$ cat config.mk
export PLATFORM = sky130hd
export DESIGN_NAME = axi_wr_burst_sched_flat
export DESIGN_NICKNAME = d
export VERILOG_FILES = /design/src/rtl/axi_wr_burst_sched_if.sv /design/src/rtl/axi_wr_burst_sched.sv /design/src/flat_wrapper.sv
export SDC_FILE = /design/constraint.sdc
export NUM_CORES = 1
export LEC_CHECK = 0
export ABC_AREA = 0
export BUFFER_PORTS_ARGS = -buffer_cell sky130_fd_sc_hd__buf_2
export CAP_MARGIN = 20
export CELL_PAD_IN_SITES_DETAIL_PLACEMENT = 0
export CELL_PAD_IN_SITES_GLOBAL_PLACEMENT = 1
export CORE_MARGIN = 3
export CORE_UTILIZATION = 46
export CTS_BUF_LIST = sky130_fd_sc_hd__clkbuf_8
export DETAILED_ROUTE_END_ITERATION = 10
export PLACE_DENSITY = 0.89
export SLEW_MARGIN = 20
export SYNTH_ARGS = -nofsm -noshare
export SYNTH_HDL_FRONTEND = slang
export SYNTH_SLANG_ARGS = --single-unit
$ cat constraint.sdc
create_clock -name I_clk -period 5.05 [get_ports I_clk]
set_input_delay 0.7575 -clock I_clk [delete_from_list [all_inputs] [get_ports I_clk]]
set_output_delay 0.7575 -clock I_clk [all_outputs]
set_load 0.02 [all_outputs]
$ cat src/rtl/axi_wr_burst_sched_if.sv
// rtl/axi_wr_burst_sched_if.sv - job-control and write-engine handshake bundle for axi_wr_burst_sched
interface axi_wr_burst_sched_if #(
  parameter int C_M_AXI_ADDR_WIDTH = 32,
  parameter int C_RAM_ADDR_WIDTH   = 10,
  parameter int C_TOTAL_LEN_WIDTH  = 16
) ();
  // job side
  logic                          I_job_valid;
  logic                          O_job_ready;
  logic [C_M_AXI_ADDR_WIDTH-1:0] I_job_addr;
  logic [C_TOTAL_LEN_WIDTH-1:0]  I_job_len;
  logic [C_TOTAL_LEN_WIDTH-1:0]  I_job_ram_base;
  logic                          O_job_done;
  logic                          O_job_err;
  logic                          O_busy;
  // engine side
  logic                          O_ap_start;
  logic                          I_ap_done;
  logic [C_M_AXI_ADDR_WIDTH-1:0] O_base_addr;
  logic [C_RAM_ADDR_WIDTH-1:0]   O_len;
  logic [C_TOTAL_LEN_WIDTH-1:0]  O_ram_base;
  logic [C_TOTAL_LEN_WIDTH-1:0]  O_burst_cnt;

  // scheduler view
  modport slave (
    input  I_job_valid, I_job_addr, I_job_len, I_job_ram_base, I_ap_done,
    output O_job_ready, O_job_done, O_job_err, O_busy, O_ap_start,
           O_base_addr, O_len, O_ram_base, O_burst_cnt
  );

  // job controller / engine view
  modport master (
    output I_job_valid, I_job_addr, I_job_len, I_job_ram_base, I_ap_done,
    input  O_job_ready, O_job_done, O_job_err, O_busy, O_ap_start,
           O_base_addr, O_len, O_ram_base, O_burst_cnt
  );
endinterface

$ cat src/rtl/axi_wr_burst_sched.sv
// rtl/axi_wr_burst_sched.sv - splits a write-back job into 4KB-safe AXI bursts; optional watchdog via AXI_WR_SCHED_WATCHDOG_EN
module axi_wr_burst_sched #(
  parameter int C_M_AXI_ADDR_WIDTH = 32,
  parameter int C_M_AXI_DATA_WIDTH = 128,
  parameter int C_RAM_ADDR_WIDTH   = 10,
  parameter int C_TOTAL_LEN_WIDTH  = 16,
  parameter int C_MAX_BURST        = 16,
  parameter int C_TIMEOUT_CYC      = 4096
) (
  input logic                    I_clk,
  input logic                    I_rst,
  axi_wr_burst_sched_if.slave    bus
);

  localparam int AW      = C_M_AXI_ADDR_WIDTH;
  localparam int RW      = C_RAM_ADDR_WIDTH;
  localparam int TW      = C_TOTAL_LEN_WIDTH;
  localparam int BPB     = C_M_AXI_DATA_WIDTH / 8;
  localparam int BPB_LOG = $clog2(BPB);

  localparam logic [2:0] S_IDLE = 3'd0;
  localparam logic [2:0] S_CALC = 3'd1;
  localparam logic [2:0] S_RUN  = 3'd2;
  localparam logic [2:0] S_GAP  = 3'd3;
  localparam logic [2:0] S_FIN  = 3'd4;

  // Reject parameter sets the burst arithmetic cannot represent.
  if (C_MAX_BURST < 1 || C_MAX_BURST > (1 << C_RAM_ADDR_WIDTH) - 1) begin : g_bad_max_burst
    $error("C_MAX_BURST out of range");
  end
  if (C_TIMEOUT_CYC < 1) begin : g_bad_timeout
    $error("C_TIMEOUT_CYC must be at least 1");
  end

  logic [2:0]    state;
  logic [2:0]    state_nxt;
  logic [AW-1:0] addr_q;
  logic [TW-1:0] remaining;
  logic [TW-1:0] ram_base_q;
  logic [TW-1:0] burst_cnt_q;
  logic [AW-1:0] base_addr_q;
  logic [RW-1:0] len_q;
  logic [TW-1:0] ram_out_q;
  logic          job_ready_q;
  logic          job_done_q;
  logic          job_err_q;
  logic          busy_q;
  logic          ap_start_q;
  logic          accept;
  logic [12:0]   to4k;
  logic [31:0]   burst_calc;
`ifdef AXI_WR_SCHED_WATCHDOG_EN
  logic [31:0]   wd_cnt;
  logic          timeout;
`endif

  assign accept = bus.I_job_valid && job_ready_q;

`ifdef AXI_WR_SCHED_WATCHDOG_EN
  assign timeout = (wd_cnt == 32'(C_TIMEOUT_CYC - 1));
`endif

  // Beats left before the 4KB page boundary, and the clipped burst length.
  always_comb begin
    to4k       = (13'h1000 - {1'b0, addr_q[11:0]}) >> BPB_LOG;
    burst_calc = 32'(remaining);
    if (32'(C_MAX_BURST) < burst_calc) burst_calc = 32'(C_MAX_BURST);
    if ({19'd0, to4k} < burst_calc)    burst_calc = {19'd0, to4k};
  end

  // Next-state selection for the burst sequencer.
  always_comb begin
    state_nxt = state;
    case (state)
      S_IDLE: if (accept) state_nxt = (bus.I_job_len == '0) ? S_FIN : S_CALC;
      S_CALC: state_nxt = S_RUN;
      S_RUN: begin
        if (bus.I_ap_done) state_nxt = S_GAP;
`ifdef AXI_WR_SCHED_WATCHDOG_EN
        else if (timeout)  state_nxt = S_IDLE;
`endif
      end
      S_GAP:   state_nxt = (remaining == '0) ? S_FIN : S_CALC;
      S_FIN:   state_nxt = S_IDLE;
      default: state_nxt = S_IDLE;
    endcase
  end

  // State, job bookkeeping and all registered outputs.
  always_ff @(posedge I_clk) begin
    if (I_rst) begin
      state       <= S_IDLE;
      addr_q      <= '0;
      remaining   <= '0;
      ram_base_q  <= '0;
      burst_cnt_q <= '0;
      base_addr_q <= '0;
      len_q       <= '0;
      ram_out_q   <= '0;
      job_ready_q <= 1'b1;
      job_done_q  <= 1'b0;
      job_err_q   <= 1'b0;
      busy_q      <= 1'b0;
      ap_start_q  <= 1'b0;
`ifdef AXI_WR_SCHED_WATCHDOG_EN
      wd_cnt      <= '0;
`endif
    end else begin
      state       <= state_nxt;
      job_ready_q <= (state_nxt == S_IDLE);
      busy_q      <= (state_nxt != S_IDLE);
      ap_start_q  <= (state_nxt == S_RUN);
      job_done_q  <= (state == S_FIN);
`ifdef AXI_WR_SCHED_WATCHDOG_EN
      // A completion arriving with the timeout wins and is not an error.
      job_err_q   <= (state == S_RUN) && !bus.I_ap_done && timeout;
`else
      job_err_q   <= 1'b0;
`endif
      case (state)
        S_IDLE: begin
          if (accept) begin
            addr_q      <= bus.I_job_addr;
            remaining   <= bus.I_job_len;
            ram_base_q  <= bus.I_job_ram_base;
            burst_cnt_q <= '0;
          end
        end
        S_CALC: begin
          len_q       <= RW'(burst_calc);
          base_addr_q <= addr_q;
          ram_out_q   <= ram_base_q;
`ifdef AXI_WR_SCHED_WATCHDOG_EN
          wd_cnt      <= '0;
`endif
        end
        S_RUN: begin
          if (bus.I_ap_done) begin
            addr_q      <= addr_q + (AW'(len_q) << BPB_LOG);
            ram_base_q  <= ram_base_q + TW'(len_q);
            remaining   <= remaining - TW'(len_q);
            burst_cnt_q <= burst_cnt_q + 1'b1;
          end
`ifdef AXI_WR_SCHED_WATCHDOG_EN
          wd_cnt <= wd_cnt + 32'd1;
`endif
        end
        default: ;
      endcase
    end
  end

  assign bus.O_job_ready = job_ready_q;
  assign bus.O_job_done  = job_done_q;
  assign bus.O_job_err   = job_err_q;
  assign bus.O_busy      = busy_q;
  assign bus.O_ap_start  = ap_start_q;
  assign bus.O_base_addr = base_addr_q;
  assign bus.O_len       = len_q;
  assign bus.O_ram_base  = ram_out_q;
  assign bus.O_burst_cnt = burst_cnt_q;

endmodule

$ cat src/flat_wrapper.sv
// flat-port wrapper written by rule: the top's interface ports become plain ports
module axi_wr_burst_sched_flat 
#(
  parameter int C_M_AXI_ADDR_WIDTH = 32,
  parameter int C_M_AXI_DATA_WIDTH = 128,
  parameter int C_RAM_ADDR_WIDTH   = 10,
  parameter int C_TOTAL_LEN_WIDTH  = 16,
  parameter int C_MAX_BURST        = 16,
  parameter int C_TIMEOUT_CYC      = 4096
)
  (I_clk, I_rst, bus_I_job_valid, bus_I_job_addr, bus_I_job_len, bus_I_job_ram_base, bus_I_ap_done, bus_O_job_ready, bus_O_job_done, bus_O_job_err, bus_O_busy, bus_O_ap_start, bus_O_base_addr, bus_O_len, bus_O_ram_base, bus_O_burst_cnt);
  axi_wr_burst_sched_if #(.C_M_AXI_ADDR_WIDTH(C_M_AXI_ADDR_WIDTH), .C_RAM_ADDR_WIDTH(C_RAM_ADDR_WIDTH), .C_TOTAL_LEN_WIDTH(C_TOTAL_LEN_WIDTH)) bus_i ();
  input logic I_clk;
  input logic I_rst;
  input wire logic [$bits(bus_i.I_job_valid)-1:0] bus_I_job_valid;
  input wire logic [$bits(bus_i.I_job_addr)-1:0] bus_I_job_addr;
  input wire logic [$bits(bus_i.I_job_len)-1:0] bus_I_job_len;
  input wire logic [$bits(bus_i.I_job_ram_base)-1:0] bus_I_job_ram_base;
  input wire logic [$bits(bus_i.I_ap_done)-1:0] bus_I_ap_done;
  output wire logic [$bits(bus_i.O_job_ready)-1:0] bus_O_job_ready;
  output wire logic [$bits(bus_i.O_job_done)-1:0] bus_O_job_done;
  output wire logic [$bits(bus_i.O_job_err)-1:0] bus_O_job_err;
  output wire logic [$bits(bus_i.O_busy)-1:0] bus_O_busy;
  output wire logic [$bits(bus_i.O_ap_start)-1:0] bus_O_ap_start;
  output wire logic [$bits(bus_i.O_base_addr)-1:0] bus_O_base_addr;
  output wire logic [$bits(bus_i.O_len)-1:0] bus_O_len;
  output wire logic [$bits(bus_i.O_ram_base)-1:0] bus_O_ram_base;
  output wire logic [$bits(bus_i.O_burst_cnt)-1:0] bus_O_burst_cnt;
  assign bus_i.I_job_valid = bus_I_job_valid;
  assign bus_i.I_job_addr = bus_I_job_addr;
  assign bus_i.I_job_len = bus_I_job_len;
  assign bus_i.I_job_ram_base = bus_I_job_ram_base;
  assign bus_i.I_ap_done = bus_I_ap_done;
  assign bus_O_job_ready = bus_i.O_job_ready;
  assign bus_O_job_done = bus_i.O_job_done;
  assign bus_O_job_err = bus_i.O_job_err;
  assign bus_O_busy = bus_i.O_busy;
  assign bus_O_ap_start = bus_i.O_ap_start;
  assign bus_O_base_addr = bus_i.O_base_addr;
  assign bus_O_len = bus_i.O_len;
  assign bus_O_ram_base = bus_i.O_ram_base;
  assign bus_O_burst_cnt = bus_i.O_burst_cnt;
  axi_wr_burst_sched #(.C_M_AXI_ADDR_WIDTH(C_M_AXI_ADDR_WIDTH), .C_M_AXI_DATA_WIDTH(C_M_AXI_DATA_WIDTH), .C_RAM_ADDR_WIDTH(C_RAM_ADDR_WIDTH), .C_TOTAL_LEN_WIDTH(C_TOTAL_LEN_WIDTH), .C_MAX_BURST(C_MAX_BURST), .C_TIMEOUT_CYC(C_TIMEOUT_CYC)) u_core (.I_clk(I_clk), .I_rst(I_rst), .bus(bus_i));
endmodule
==> results.sh, run 1 <==
export IMPL_path_buf_inv=0
export IMPL_ctsResizeCount=0
export IMPL_place_hpwl_mm=16.5
export IMPL_clockBufferDepth=2
export IMPL_fmax_mhz=264
export IMPL_routed_wl_mm=23.5
export IMPL_synthMuxAreaShare_pct=1.37
export IMPL_track_usage_pct=23.9
export IMPL_synth_avg_cell_area_um2=7.70
export IMPL_postSynthCellCount=1056
export IMPL_endpoint_kind="register"
export IMPL_total_power_mw=4.40
export IMPL_fillers=1655
export IMPL_drive_above_1_share_pct=17.3
export IMPL_cp_arrival_ns=4.13
export IMPL_slowest_delay_ns=0.82
export IMPL_worstPathCellList="or4_4, nand2b_4, or4_1, xor2_1, ha_1, nand4_1, nor2_1, o311ai_2, a31oi_1, and3_4, nor3_2"
export IMPL_hold_class="reg2reg"
export IMPL_die_x_um=139
export IMPL_area_growth_pct=15.4
export IMPL_grt_pass1_wl_mm=38.3
export IMPL_synth_simple_area_share_pct=25.5
export IMPL_synth_compound_area_share_pct=22.3
export IMPL_peakVddDrop_mv=0.289
export IMPL_grt_overflow=0
export IMPL_cts_sinks=145
export IMPL_critical_path_class="reg2reg"
export IMPL_antenna_found_initial=2
export IMPL_die_area_um2=19300
export IMPL_yosys_warnings=0
export IMPL_core_area_um2=16900
export IMPL_cts_setup_buffers=0
export IMPL_htree_levels=4
export IMPL_crit_family="simple AND/OR/NAND/NOR gates"
export IMPL_worst_pin_slew_ns=1.00
export IMPL_status="completed"
export IMPL_finalClockSkew_ns=0.0115
export IMPL_rows=47
export IMPL_cts_buffers=17
export IMPL_ys_seq_area_share_pct=35.7
export IMPL_die_y_um=139
export IMPL_ant_nets=0
export IMPL_insertedDiodeCount=0
export IMPL_start_util_pct=48.0
export IMPL_rsz0062_at_grt="no"
export IMPL_startpoint_type="register"
export IMPL_crit_slowest_cell="a31oi_1"
export IMPL_drv_slew=0
export IMPL_synth_top_family_by_area="simple AND/OR/NAND/NOR gates"
export IMPL_r2r_start="u_core.addr_q[0]"
export IMPL_firstDrtPassIters=6
export IMPL_num_vias=7990
export IMPL_first_iter_violations=637
export IMPL_drc=0
export IMPL_grt_pass1_vias=7648
export IMPL_synth_edf_count=0
export IMPL_synth_distinct_cells=73
export IMPL_tritoncts="done"
export IMPL_ys_ff_latch=145
export IMPL_viasPerCell=5.70
export IMPL_leakage_nw=3.79
export IMPL_cts_root_buffer="clkbuf_8"
export IMPL_wl_per_cell_um=16.8
export IMPL_clkTransAtPathRegs_ns=0.09
export IMPL_setup_viol=0
export IMPL_syn_area_um2=8130
export IMPL_place_congestion=0.894
export IMPL_fin_nets=1279
export IMPL_yosys_most_used_dff="dfxtp_1"
export IMPL_synth_xor_area_share_pct=3.43
export IMPL_required_ns=5.39
export IMPL_fin_tns_setup_ns=0
export IMPL_final_min_clock_period_ns=3.79
export IMPL_clock_latency_ns=0.46
export IMPL_portBuffers=145
export IMPL_period_share_pct=75.0
export IMPL_maxCapViolations=0
export IMPL_min_from="u_core.bus.O_base_addr[21]"
export IMPL_pwr_density_cell_nw_per_um2=469
export IMPL_relSlewSlack_pct=32.7
export IMPL_final_hold_viol_count=0
export IMPL_synth_fa_ha_area_share_pct=6.74
export IMPL_async_reset_ff_share_pct=0
export IMPL_pin_count=147
export IMPL_grt_max_degree=78
export IMPL_startpoint="u_core.addr_q[0]"
export IMPL_path_max_fanout=13
export IMPL_cts_hold_buffers=0
==> sequential cells by signal, summed over array words and instances, names as in the netlist <==
| signal | count |
|---|---|
| u_core.bus.O_job_ready | 1 |
| u_core.bus.O_job_done | 1 |
| u_core.addr_q | 32 |
| u_core.bus.O_ap_start | 1 |
| u_core.bus.O_ram_base | 16 |
| u_core.bus.O_base_addr | 32 |
| u_core.remaining | 16 |
| u_core.state | 3 |
| u_core.bus.O_burst_cnt | 16 |
| u_core.bus.O_len | 10 |
| u_core.bus.O_busy | 1 |
| u_core.ram_base_q | 16 |
==> synthesized netlist by cell type (5+ instances only) <==
cell type / instances / area share (%)
a211oi_1: 18 / 1.7
a21o_1: 7 / 0.65
a21oi_1: 105 / 6.5
a311oi_1: 6 / 0.65
a31oi_1: 22 / 1.7
a41oi_1: 6 / 0.65
and2_1: 7 / 0.54
and3_1: 18 / 1.4
buf_1: 5 / 0.23
buf_2: 5 / 0.31
clkbuf_1: 50 / 2.3
dfxtp_1: 145 / 36
ha_1: 39 / 6.0
inv_1: 34 / 1.6
mux2i_1: 10 / 1.2
nand2_1: 191 / 8.8
nand2b_1: 7 / 0.54
nand3_1: 39 / 2.4
nand3b_1: 7 / 0.65
nand4_1: 12 / 0.92
nor2_1: 69 / 3.2
nor2b_1: 10 / 0.77
nor3_1: 30 / 1.8
nor4_1: 13 / 1.0
o211ai_1: 6 / 0.55
o21a_1: 10 / 0.92
o21ai_0: 54 / 3.3
o22ai_1: 9 / 0.69
or3_1: 11 / 0.85
or4_1: 5 / 0.46
xnor2_1: 21 / 2.3
xor2_1: 9 / 0.97
==> kinds of logic after synthesis <==
| logic type | count (synthesis) |
|---|---|
| adders and majority gates | 42 |
| muxes | 11 |
| DFF | 145 |
| AOI/OAI and AO/OA | 288 |
| xor gates and xnor gates | 31 |
| other | 2 |
| and+or+nand+nor | 439 |
| buffers and inverters | 98 |
==> per-layer routing <==
metal	track usage (%)	part of all wire [%]	vias to the layer above
met3	5.17	6.3	30
met2	38.2	45	264
li1	-	-	4002
met4	6.28	1.5	4
met5	0	0.11	-
met1	32.8	47	3690
==> layout by cell type (no fill, tap or decap), types with 22 or more instances in the layout <==
master	instances
nor3_1	30
ha_1	39
o21ai_0	53
buf_2	144
dfxtp_1	145
nand3_1	39
nor2_1	69
nand2_1	190
a21oi_1	105
a31oi_1	22
inv_1	35
==> per-stage QoR <==
stage               setup WS, ns  util [%]  hold WS, ns  area [um2]  cells
floorplan                   1.86         -        0.429        8140   1059
global placement            1.35      53.0        0.441        8980   1370
detailed placement          1.32      53.0        0.443        8980   1370
CTS                         1.28      55.4        0.455        9380   1402
global route               0.968      55.4        0.469        9380   1402
finish                      1.26      55.4        0.455        9380   1402
==> area by class of cell <==
type                       count  area, um2  share of cell area, %
multi-input combinational    816       4860                   51.8
sequential                   145       2900                   31.0
timing repair buffer         155        816                   8.70
tap                          220        275                   2.94
clock buffer                  17        234                   2.50
clock inverter                15        163                   1.73
inverter                      34        128                   1.36
==> final timing paths <==
| kind | endpoint | slack (ns) | cells past startpoint |
|---|---|---|---|
| setup / recovery | u_core.bus.O_len[3] | 1.26 | 11 |
| hold / removal | u_core.bus.O_base_addr[21] | 0.45 | 2 |
| setup reg to reg | u_core.bus.O_len[3] | 1.26 | 11 |
| hold reg to reg | u_core.bus.O_base_addr[21] | 0.45 | 2 |
==> power breakdown <==
part	internal (mW)	switching [mW]	leakage (nW)
sequential	1.33	0.231	1.18
clock	0.443	0.494	0.198
combinational	0.722	1.18	2.41
==> worst register-to-register path, delay by kind of cell (launching register included) <==
kind	cells	cell delay (ns)
fa+ha+maj	1	0.31
flops	1	0.33
xor+xnor	1	0.19
compound gates	2	0.95
simple gates	7	1.89
No activity file was read; power rests on OpenSTA's default activity.
==> run 2: changes to the inputs <==
CORE_UTILIZATION = 38   (was 46)
PLACE_DENSITY = 0.78   (was 0.89)
clock period = 3.3 ns   (was 5.05 ns; I/O delays follow)
==> results.sh, run 2 (synthesis results as in run 1) <==
export IMPL_setup_worst_path_end="u_core.bus.O_len[4]"
export IMPL_status="completed"
export IMPL_fin_nets=1303
export IMPL_grt_busiest_layer="met2"
export IMPL_clock_latency_ns=0.45
export IMPL_core_area_um2=20600
export IMPL_htree_levels=4
export IMPL_met1_usage_pct=29.1
export IMPL_path_buf_inv=1
export IMPL_pin_count=147
export IMPL_final_cells=1477
export IMPL_endpoint_kind="register"
export IMPL_cts_sinks=145
export IMPL_die_x_um=152
export IMPL_cts_buffers=17
export IMPL_portBuffers=145
export IMPL_seq_power_share_pct=33.1
export IMPL_drv_slew=0
export IMPL_crit_slowest_cell="or4_4"
export IMPL_fin_area_um2=9730
export IMPL_place_hpwl_mm=17.9
export IMPL_numPlacedInstances=1440
export IMPL_grt_max_degree=53
export IMPL_p_comb_share_pct=45.7
export IMPL_leakage_nw=3.93
export IMPL_internal_power_mw=4.15
export IMPL_worstPathCellList="or4_4, nand2b_4, or4_4, xor2_2, ha_4, nand4_1, nor2_2, a2111oi_4, a31oi_2, buf_6, mux2i_1, a21oi_1"
export IMPL_first_iter_violations=618
export IMPL_min_from="bus_I_job_addr[15]"
export IMPL_fmax_mhz=318
export IMPL_peakVddDrop_mv=0.357
export IMPL_hold_class="in2reg"
export IMPL_grt_overflow=0
export IMPL_startpoint_type="register"
export IMPL_pwr_density_cell_nw_per_um2=732
export IMPL_final_hold_viol_count=0
export IMPL_cp_arrival_ns=3.46
export IMPL_p_sw_mw=2.97
export IMPL_rows=52
export IMPL_tritoncts="done"
export IMPL_wl_per_cell_um=16.7
export IMPL_fillers=2100
export IMPL_setup_viol=0
export IMPL_slowest_delay_ns=0.55
export IMPL_cts_root_buffer="clkbuf_8"
export IMPL_antenna_found_initial=2
export IMPL_track_usage_pct=20.9
export IMPL_cp_depth=12
export IMPL_fin_util_pct=47.2
export IMPL_routed_wl_mm=24.7
export IMPL_die_area_um2=23200
export IMPL_viasPerCell=5.52
export IMPL_p_sw_share_pct=41.7
export IMPL_die_y_um=152
export IMPL_grt_use_met2_pct=33.6
export IMPL_place_congestion=0.856
export IMPL_r2r_end="u_core.bus.O_len[4]"
export IMPL_crit_top_cell="or4_4"
export IMPL_drive_above_1_share_pct=19.7
export IMPL_rr_worst_depth=12
export IMPL_total_power_mw=7.12
export IMPL_final_min_clock_period_ns=3.15
export IMPL_firstDrtPassIters=5
export IMPL_startpoint="u_core.addr_q[0]"
export IMPL_critical_path_class="reg2reg"
export IMPL_relSlewSlack_pct=33.0
export IMPL_grt_pass1_wl_mm=40.6
export IMPL_start_util_pct=39.4
export IMPL_cts_hold_buffers=0
export IMPL_crit_family="simple AND/OR/NAND/NOR gates"
export IMPL_r2r_start="u_core.addr_q[0]"
export IMPL_required_ns=3.62
export IMPL_period_share_pct=95.3
export IMPL_num_vias=8146
export IMPL_r2r_setup_slack_ns=0.15
export IMPL_drc=0
export IMPL_grt_pass1_vias=7808
export IMPL_clkTransAtPathRegs_ns=0.09
export IMPL_power_frac_clock_pct=21.1
export IMPL_finalClockSkew_ns=0.0158
export IMPL_area_growth_pct=19.7
export IMPL_maxCapViolations=0
export IMPL_met3_usage_pct=4.63
export IMPL_dpl_cell_area_um2=9210
export IMPL_final_cell_mix="nand2_1 (190), buf_2 (145), dfxtp_1 (144)"
export IMPL_ant_nets=0
export IMPL_clockBufferDepth=2
export IMPL_mostFrequentLayoutCell="nand2_1"
export IMPL_worst_pin_slew_ns=1.00
export IMPL_path_max_fanout=6
==> run 2: cell count changes in the layout (fill, tap and decap cells not counted), sizes merged <==
cell      before  now
diode          0    1
clkinv         8    1
buf          155  179
clkinvlp       2    4
clkbuf        17   19
inv           37   39
bufinv         2    3
==> run 2: worst reg2reg max path, stage by stage, from the launching register on <==
cell	delay (ns)
dfxtp_2	0.33
or4_4	0.55
nand2b_4	0.18
or4_4	0.44
xor2_2	0.18
ha_4	0.30
nand4_1	0.13
nor2_2	0.19
a2111oi_4	0.05
a31oi_2	0.26
buf_6	0.16
mux2i_1	0.17
a21oi_1	0.07
==> run 2: layer usage <==
metal | vias to the layer above | wire length (um)
met3 | 17 | 1450
met5 | - | 7
met4 | 2 | 239
li1 | 4050 | -
met2 | 249 | 11300
met1 | 3828 | 11700
==> run 2: repair_timing <==
| item | in CTS | in global routing |
|---|---|---|
| gates cloned | 0 | 1 |
| gates resized for setup | 3 | 11 |
| setup buffers | 1 | 2 |
| hold endpoints to repair | 0 | 0 |
| pin swaps | 1 | 5 |
| endpoints found under the setup margin | 7 | 9 |
==> run 2: metrics by stage <==
| step | setup slack [ns] | setup TNS [ns] | hold WS, ns |
|---|---|---|---|
| 2_1_floorplan | 0.113 | 0 | 0.429 |
| 6_report | 0.154 | 0 | 0.280 |
| 5_1_grt | -0.0393 | -0.0565 | 0.256 |
| 4_1_cts | 0.0387 | 0 | 0.250 |
| 3_5_place_dp | -0.0201 | -0.0329 | 0.443 |
| 3_3_place_gp | 0.0414 | 0 | 0.440 |
==> run 2: how the worst min path moves through the flow <==
| stage | endpoint | slack, ns | depth (start not counted) |
|---|---|---|---|
| after floorplan | u_core.remaining[14] | 0.43 | 2 |
| after global placement | u_core.bus.O_base_addr[6] | 0.44 | 2 |
| after detailed placement | u_core.remaining[14] | 0.44 | 2 |
| after CTS | u_core.addr_q[15] | 0.25 | 3 |
| after global routing | u_core.addr_q[15] | 0.26 | 3 |
| final | u_core.addr_q[15] | 0.28 | 3 |
==> run 2: layout make-up <==
class	instances	area [um2]	share of cell area, %
multi-input combinational	816	4930	50.6
sequential	145	2900	29.8
timing repair buffer	179	1010	10.4
tap	270	338	3.47
clock buffer	19	262	2.69
clock inverter	13	159	1.63
inverter	34	128	1.31
antenna	1	2.50	0.0257
==> run 2: power by group through the flow <==
stage          Sequential (mW)  Clock [mW]  Combinational, mW
3_3_place_gp              2.38           0               3.05
5_1_grt                   2.41        1.63               3.67
2_1_floorplan             2.39           0               2.17
4_1_cts                   2.35        1.55               3.11
3_5_place_dp              2.39           0               3.06
6_report                  2.36        1.51               3.26
==> run 3: changes to the inputs <==
CAP_MARGIN = default   (was 20)
PLACE_DENSITY = 0.83   (was 0.78)
SKIP_LAST_GASP = 1   (was default)
==> results.sh, run 3 (synthesis results as in run 1) <==
export IMPL_tritoncts="done"
export IMPL_drv_slew=0
export IMPL_required_ns=3.61
export IMPL_path_buf_inv=1
export IMPL_firstDrtPassIters=5
export IMPL_leakage_nw=3.89
export IMPL_cp_arrival_ns=3.51
export IMPL_fin_nets=1297
export IMPL_clkTransAtPathRegs_ns=0.09
export IMPL_rsz0062_at_grt="yes"
export IMPL_ant_nets=0
export IMPL_final_min_clock_period_ns=3.20
export IMPL_cts_sinks=145
export IMPL_critical_path_class="reg2reg"
export IMPL_routed_wl_mm=24.5
export IMPL_rows=52
export IMPL_first_iter_violations=636
export IMPL_pin_count=147
export IMPL_crit_family="simple AND/OR/NAND/NOR gates"
export IMPL_portBuffers=145
export IMPL_die_area_um2=23200
export IMPL_viasPerCell=5.52
export IMPL_fin_util_pct=46.7
export IMPL_die_y_um=152
export IMPL_antenna_found_initial=2
export IMPL_clockBufferDepth=2
export IMPL_fin_area_um2=9630
export IMPL_htree_levels=4
export IMPL_final_hold_viol_count=0
export IMPL_path_max_fanout=7
export IMPL_period_share_pct=96.9
export IMPL_maxCapViolations=0
export IMPL_finalClockSkew_ns=0.0143
export IMPL_crit_slowest_cell="or4_4"
export IMPL_track_usage_pct=20.5
export IMPL_num_vias=8113
export IMPL_cts_root_buffer="clkbuf_8"
export IMPL_area_growth_pct=18.5
export IMPL_fmax_mhz=313
export IMPL_relSlewSlack_pct=49.3
export IMPL_hold_class="in2reg"
export IMPL_dpl_cell_area_um2=9200
export IMPL_drc=0
export IMPL_place_congestion=0.863
export IMPL_core_area_um2=20600
export IMPL_clock_latency_ns=0.45
export IMPL_wl_per_cell_um=16.7
export IMPL_endpoint_kind="register"
export IMPL_final_cell_mix="nand2_1 (190), buf_2 (145), dfxtp_1 (143)"
export IMPL_worst_pin_slew_ns=0.741
export IMPL_cts_buffers=17
export IMPL_grt_pass1_vias=7750
export IMPL_grt_pass1_wl_mm=39.6
export IMPL_place_hpwl_mm=17.2
export IMPL_whs_ns=0.257
export IMPL_pwr_density_cell_nw_per_um2=714
export IMPL_die_x_um=152
export IMPL_worst_slack_ns=0.104
export IMPL_grt_max_degree=112
export IMPL_mostFrequentLayoutCell="nand2_1"
export IMPL_grt_overflow=0
export IMPL_drive_above_1_share_pct=19.3
export IMPL_slowest_delay_ns=0.55
export IMPL_worstPathCellList="or4_4, nand2b_4, or4_4, xor2_2, ha_1, nand4_1, nor2_2, o311ai_2, a31oi_1, buf_4, mux2i_1, a21oi_1"
export IMPL_startpoint_type="register"
export IMPL_peakVddDrop_mv=0.290
export IMPL_start_util_pct=39.4
export IMPL_post_place_ws_ns=0.0798
export IMPL_crit_top_cell="or4_4"
export IMPL_setup_viol=0
export IMPL_status="completed"
export IMPL_fillers=2062
==> run 3: layout make-up <==
cell class	instances	area, um2	area share, %
antenna	2	5.00	0.0520
tap	270	338	3.51
clock buffer	20	275	2.86
multi-input combinational	816	4900	50.9
sequential	145	2910	30.2
timing repair buffer	173	986	10.2
inverter	34	128	1.33
clock inverter	11	91.3	0.948
==> run 3: what timing repair did <==
action | CTS | global route
endpoints found under the setup margin | 0 | 9
buffers inserted | 0 | 1
gates resized for setup | 0 | 14
hold buffers | 0 | 0
==> run 3: final timing paths <==
kind                               from                    endpoint  slack (ns)  cells after the start
max                    u_core.addr_q[3]         u_core.bus.O_len[4]        0.10                     12
min                  bus_I_job_addr[15]           u_core.addr_q[15]        0.26                      3
max reg2reg            u_core.addr_q[3]         u_core.bus.O_len[4]        0.10                     12
min reg2reg  u_core.bus.O_base_addr[31]  u_core.bus.O_base_addr[31]        0.45                      2
==> run 3: where the power goes <==
| part | total, mW | internal (mW) | switching [mW] |
|---|---|---|---|
| Sequential | 2.37 | 2.04 | 0.333 |
| Combinational | 3.14 | 1.25 | 1.89 |
| Clock | 1.36 | 0.644 | 0.712 |
| Total | 6.87 | 3.93 | 2.94 |
==> run 3: worst min-delay path, cell delays in order <==
cell	delay, ns
buf_2	0.07
a31oi_1	0.06
nand2_1	0.05
==> run 3: per-stage QoR <==
stage	std cells	TNS (ns)	power, mW
CTS	1467	0	6.81
finish	1471	0	6.87
detailed placement	1436	0	5.44
global route	1470	-0.460	7.40
floorplan	1059	0	4.56
global placement	1436	0	5.41
==> run 3: routing by layer <==
layer	vias up	global-route usage, %	wire length (um)
met2	236	32.2	10800
met3	35	5.03	1470
met1	3794	28.4	11900
met4	2	5.31	374
met5	-	0	7
li1	4046	-	-
